[src/rtl/four_bit_adder_two_by_two_if.sv]
// Operand/result bundle for the two-stage 4-bit adder.
interface four_bit_adder_two_by_two_if;
  logic       in_valid;
  logic [3:0] a;
  logic [3:0] b;
  logic       cin;
  logic [3:0] s;
  logic       cout;
  logic       out_valid;

  modport master (
    output in_valid, a, b, cin,
    input  s, cout, out_valid
  );

  modport slave (
    input  in_valid, a, b, cin,
    output s, cout, out_valid
  );
endinterface

[src/rtl/four_bit_adder_two_by_two.sv]
// 4-bit adder built from two 2-bit ripple slices with a pipeline register between them.
// Results appear two rising edges after the operands are sampled; one operand set per cycle.
module four_bit_adder_two_by_two (
  input  logic                          clk,
  input  logic                          rst_n,
  four_bit_adder_two_by_two_if.slave    bus
);

  // Returns {carry_out, sum}.
  function automatic logic [1:0] full_add(input logic x, input logic y, input logic ci);
    return {(x & y) | (ci & (x ^ y)), x ^ y ^ ci};
  endfunction

  logic [1:0] s_lo_d, s_lo_q;
  logic       c2_d, c2_q;
  logic [1:0] a_hi_d, a_hi_q;
  logic [1:0] b_hi_d, b_hi_q;
  logic       v1_d, v1_q;
  logic [3:0] s_d, s_q;
  logic       cout_d, cout_q;
  logic       out_valid_d, out_valid_q;

  logic       c1;
  logic       c3;
  logic [1:0] s_hi;

  always_comb begin
    c1     = 1'b0;
    s_lo_d = '0;
    c2_d   = 1'b0;
    {c1, s_lo_d[0]}   = full_add(bus.a[0], bus.b[0], bus.cin);
    {c2_d, s_lo_d[1]} = full_add(bus.a[1], bus.b[1], c1);
    a_hi_d = bus.a[3:2];
    b_hi_d = bus.b[3:2];
    v1_d   = bus.in_valid;
  end

  // The high slice only sees the registered slice-boundary carry.
  always_comb begin
    c3     = 1'b0;
    s_hi   = '0;
    cout_d = 1'b0;
    {c3, s_hi[0]}     = full_add(a_hi_q[0], b_hi_q[0], c2_q);
    {cout_d, s_hi[1]} = full_add(a_hi_q[1], b_hi_q[1], c3);
    s_d         = {s_hi, s_lo_q};
    out_valid_d = v1_q;
  end

  always_ff @(posedge clk or negedge rst_n) begin
    if (!rst_n) begin
      s_lo_q      <= '0;
      c2_q        <= 1'b0;
      a_hi_q      <= '0;
      b_hi_q      <= '0;
      v1_q        <= 1'b0;
      s_q         <= '0;
      cout_q      <= 1'b0;
      out_valid_q <= 1'b0;
    end else begin
      s_lo_q      <= s_lo_d;
      c2_q        <= c2_d;
      a_hi_q      <= a_hi_d;
      b_hi_q      <= b_hi_d;
      v1_q        <= v1_d;
      s_q         <= s_d;
      cout_q      <= cout_d;
      out_valid_q <= out_valid_d;
    end
  end

  assign bus.s         = s_q;
  assign bus.cout      = cout_q;
  assign bus.out_valid = out_valid_q;

endmodule

[src/flat_wrapper.sv]
// flat-port wrapper written by rule: the top's interface ports become plain ports
module four_bit_adder_two_by_two_flat 
  (clk, rst_n, bus_in_valid, bus_a, bus_b, bus_cin, bus_s, bus_cout, bus_out_valid);
  four_bit_adder_two_by_two_if bus_i ();
  input  logic clk;
  input  logic rst_n;
  input wire logic [$bits(bus_i.in_valid)-1:0] bus_in_valid;
  input wire logic [$bits(bus_i.a)-1:0] bus_a;
  input wire logic [$bits(bus_i.b)-1:0] bus_b;
  input wire logic [$bits(bus_i.cin)-1:0] bus_cin;
  output wire logic [$bits(bus_i.s)-1:0] bus_s;
  output wire logic [$bits(bus_i.cout)-1:0] bus_cout;
  output wire logic [$bits(bus_i.out_valid)-1:0] bus_out_valid;
  assign bus_i.in_valid = bus_in_valid;
  assign bus_i.a = bus_a;
  assign bus_i.b = bus_b;
  assign bus_i.cin = bus_cin;
  assign bus_s = bus_i.s;
  assign bus_cout = bus_i.cout;
  assign bus_out_valid = bus_i.out_valid;
  four_bit_adder_two_by_two u_core (.clk(clk), .rst_n(rst_n), .bus(bus_i));
endmodule
[config.mk]
export PLATFORM = sky130hd
export DESIGN_NAME = four_bit_adder_two_by_two_flat
export DESIGN_NICKNAME = d
export VERILOG_FILES = /design/src/rtl/four_bit_adder_two_by_two_if.sv /design/src/rtl/four_bit_adder_two_by_two.sv /design/src/flat_wrapper.sv
export SDC_FILE = /design/constraint.sdc
export NUM_CORES = 1
export LEC_CHECK = 0
export BUFFER_PORTS_ARGS = -buffer_cell sky130_fd_sc_hd__buf_2
export CAP_MARGIN = 20
export CORE_AREA = 4 4 41 43
export DETAILED_ROUTE_END_ITERATION = 7
export DIE_AREA = 0 0 45 47
export PLACE_DENSITY = 0.66
export SLEW_MARGIN = 10
export SYNTH_ARGS = -nofsm -noshare
export SYNTH_HDL_FRONTEND = slang
export SYNTH_SLANG_ARGS = --single-unit
[constraint.sdc]
create_clock -name clk -period 1.6 [get_ports clk]
set_input_delay 0.32 -clock clk [delete_from_list [all_inputs] [get_ports clk]]
set_output_delay 0.32 -clock clk [all_outputs]
set_load 0.005 [all_outputs]
==> flow_metrics.env <==
export IMPL_antenna_found_initial=0
export IMPL_rows=13
export IMPL_status="finished clean"
export IMPL_antenna_cells=0
export IMPL_setup_tns_final_ns=0
export IMPL_final_antenna_net_count=0
export IMPL_worstReg2RegEnd="u_core.bus.s[3]"
export IMPL_slew_headroom=0.808
export IMPL_synth_compound_area_frac=0
export IMPL_dp_cells=66
export IMPL_ys_seq_area_frac=0.714
export IMPL_clk_path_buf_depth=2
export IMPL_power_density_mw_per_mm2=1050
export IMPL_worst_ir_drop_vdd_v=0.000468
export IMPL_cts_root_buf="clkbuf_4"
export IMPL_seq_power_share=0.608
export IMPL_hpwl_um=503
export IMPL_final_nets=73
export IMPL_synth_avg_cell_area_um2=14.4
export IMPL_dr_first_iter_drc_count=1
export IMPL_p_int_mw=0.518
export IMPL_layout_drive_gt1_share=0.364
export IMPL_grt_pass1_wl_mm=1.09
export IMPL_syn_nets=50
export IMPL_synthMuxAreaShare=0
export IMPL_drt_pass1_iterations=2
export IMPL_ios=18
export IMPL_rrSetupSlack_ns=0.17
export IMPL_synthXorXnorAreaFrac=0
export IMPL_cap_violations=0
export IMPL_p_switching_mw=0.142
export IMPL_routed_wl_um=604
export IMPL_p_clk_frac=0.273
export IMPL_pwr_share_comb=0.119
export IMPL_synth_adder_area_share=0.163
export IMPL_port_buffers=17
export IMPL_report_final_hold_viol_count=0
export IMPL_holdWs_ns=0.156
export IMPL_synth_top_family_by_area="adder cells"
export IMPL_post_cts_buffers=0
export IMPL_clkTransAtPathRegs_ns=0.07
export IMPL_numCtsBuffers=3
export IMPL_grt_usage=0.0769
export IMPL_coreArea_mm2=0.00130
export IMPL_crit_required_ns=1.76
export IMPL_worst_endpoint_arrival_ns=1.60
export IMPL_period_share=0.896
export IMPL_grt_max_degree=15
export IMPL_initial_core_util=0.377
export IMPL_holdPathStages=1
export IMPL_dieWidth_um=45
export IMPL_slew_violations=0
export IMPL_drc=0
export IMPL_grt_pass1_vias=281
export IMPL_rr_worst_depth=4
export IMPL_area_growth_pct=27.8
export IMPL_syn_inst=34
export IMPL_clkSinkCount=14
export IMPL_ys_types=3
export IMPL_synth_simple_area_share=0
export IMPL_num_vias=262
export IMPL_dieArea_mm2=0.00212
export IMPL_cp_max_fo=1
export IMPL_worst_slack_ns=0.166
export IMPL_cp_end_kind="flip-flop"
export IMPL_gp_congestion=0.631
export IMPL_overflow=0
export IMPL_hold_path_end="u_core.b_hi_q[1]"
export IMPL_leakagePower_nw=0.362
export IMPL_max_freq_mhz=697
export IMPL_clkLatencyLatePin_ns=0.26
export IMPL_skew_ns=0.00175
export IMPL_die_h_um=47
export IMPL_hold_path_class="in -> reg"
export IMPL_via_per_inst=3.74
export IMPL_pre_cts_slack_ns=0.0904
export IMPL_ys_seq_elements=14
export IMPL_routedWlPerCell_um=8.63
export IMPL_setup_viol=0
export IMPL_period_minus_slack_ns=1.43
export IMPL_tightest_slew_ns=0.289
export IMPL_finalNonFillerCells=70
export IMPL_p_sw_frac=0.215
export IMPL_startpoint_type="flip-flop"
export IMPL_rsz0062_at_grt="false"
export IMPL_cts_tree="built"
export IMPL_worstSetupPathType="reg -> reg"
export IMPL_cts_htree_levels=1
export IMPL_yosys_warnings=0
export IMPL_min_from="bus_b[3]"
export IMPL_r2r_start="u_core.b_hi_q[0]"
export IMPL_post_synth_instance_area_um2=490
[registers in the layout (all words and copies together) (netlist names)]
name and flops:
u_core.bus.s 4, u_core.a_hi_q 2, u_core.b_hi_q 2, u_core.s_lo_q 2, u_core.bus.cout 1, u_core.bus.out_valid 1
u_core.c2_q 1, u_core.out_valid_d 1
[power by group through the flow]
| stage | registers [mW] | logic [mW] | clock network (mW) |
|---|---|---|---|
| CTS | 0.402 | 0.0819 | 0.192 |
| global route | 0.406 | 0.0943 | 0.200 |
| detailed placement | 0.410 | 0.0800 | 0 |
| global placement | 0.407 | 0.0759 | 0 |
| finish | 0.401 | 0.0783 | 0.180 |
| floorplan | 0.411 | 0.0285 | 0 |
[how the worst max path moves through the flow]
stage,startpoint,end,slack [ns],depth (start not counted)
5_1_grt,u_core.b_hi_q[0],u_core.bus.s[3],0.08,4
4_1_cts,u_core.b_hi_q[0],u_core.bus.s[3],0.16,4
6_report,u_core.b_hi_q[0],u_core.bus.s[3],0.17,4
3_3_place_gp,bus_cin,u_core.s_lo_q[1],0.11,5
3_5_place_dp,bus_cin,u_core.s_lo_q[1],0.09,5
2_1_floorplan,bus_cin,u_core.s_lo_q[1],0.20,4
[placed cells by master, fill, tap and decap left out, drive strengths merged]
master,n
buf,17
clkbuf,3
dfrtp,14
dlygate4sd3,1
fa,4
inv,16
[cell families (layout without fill, tap and decap cells)]
logic type / after synthesis / count (layout)
buffers and inverters: 16 / 37
adder cells (fa/ha/maj): 4 / 4
flip-flops: 14 / 14
[layout make-up]
| type | instances | area, µm² |
|---|---|---|
| multi-input cells | 4 | 80.1 |
| fillers | 124 | 674 |
| clock buffers | 3 | 22.5 |
| flip-flops and latches | 14 | 350 |
| repair buffers | 18 | 95.1 |
| well taps | 15 | 18.8 |
| inverters | 16 | 60.1 |
[cells in the mapped netlist]
master / count / area (µm²)
fa_1: 4 / 80.1
inv_1: 16 / 60.1
dfrtp_1: 14 / 350
[timing repair]
action                                 4_1_cts  5_1_grt
endpoints found under the hold margin       14        0
setup endpoints to repair                    0        0
hold buffers                                 1        0
gates resized for setup                      0        0
[routing by layer]
metal | part of all wire | global-route usage
met3 | 0.16 | 0.0230
met5 | 0 | 0
met4 | 0 | 0.0702
met2 | 0.48 | 0.124
met1 | 0.37 | 0.0807
[worst max-delay path, stage by stage, from the launching register on]
cell     delay [ns]
dfrtp_1        0.33
inv_1          0.05
fa_1           0.43
fa_1           0.49
inv_1          0.04
[metrics by stage]
stage / util / instance area [µm²] / total power, mW
2_1_floorplan: - / 490 / 0.440
3_3_place_gp: 0.457 / 594 / 0.483
3_5_place_dp: 0.457 / 594 / 0.490
4_1_cts: 0.482 / 627 / 0.676
5_1_grt: 0.482 / 627 / 0.701
6_report: 0.482 / 627 / 0.660
Power figures use the tool's default switching activity.
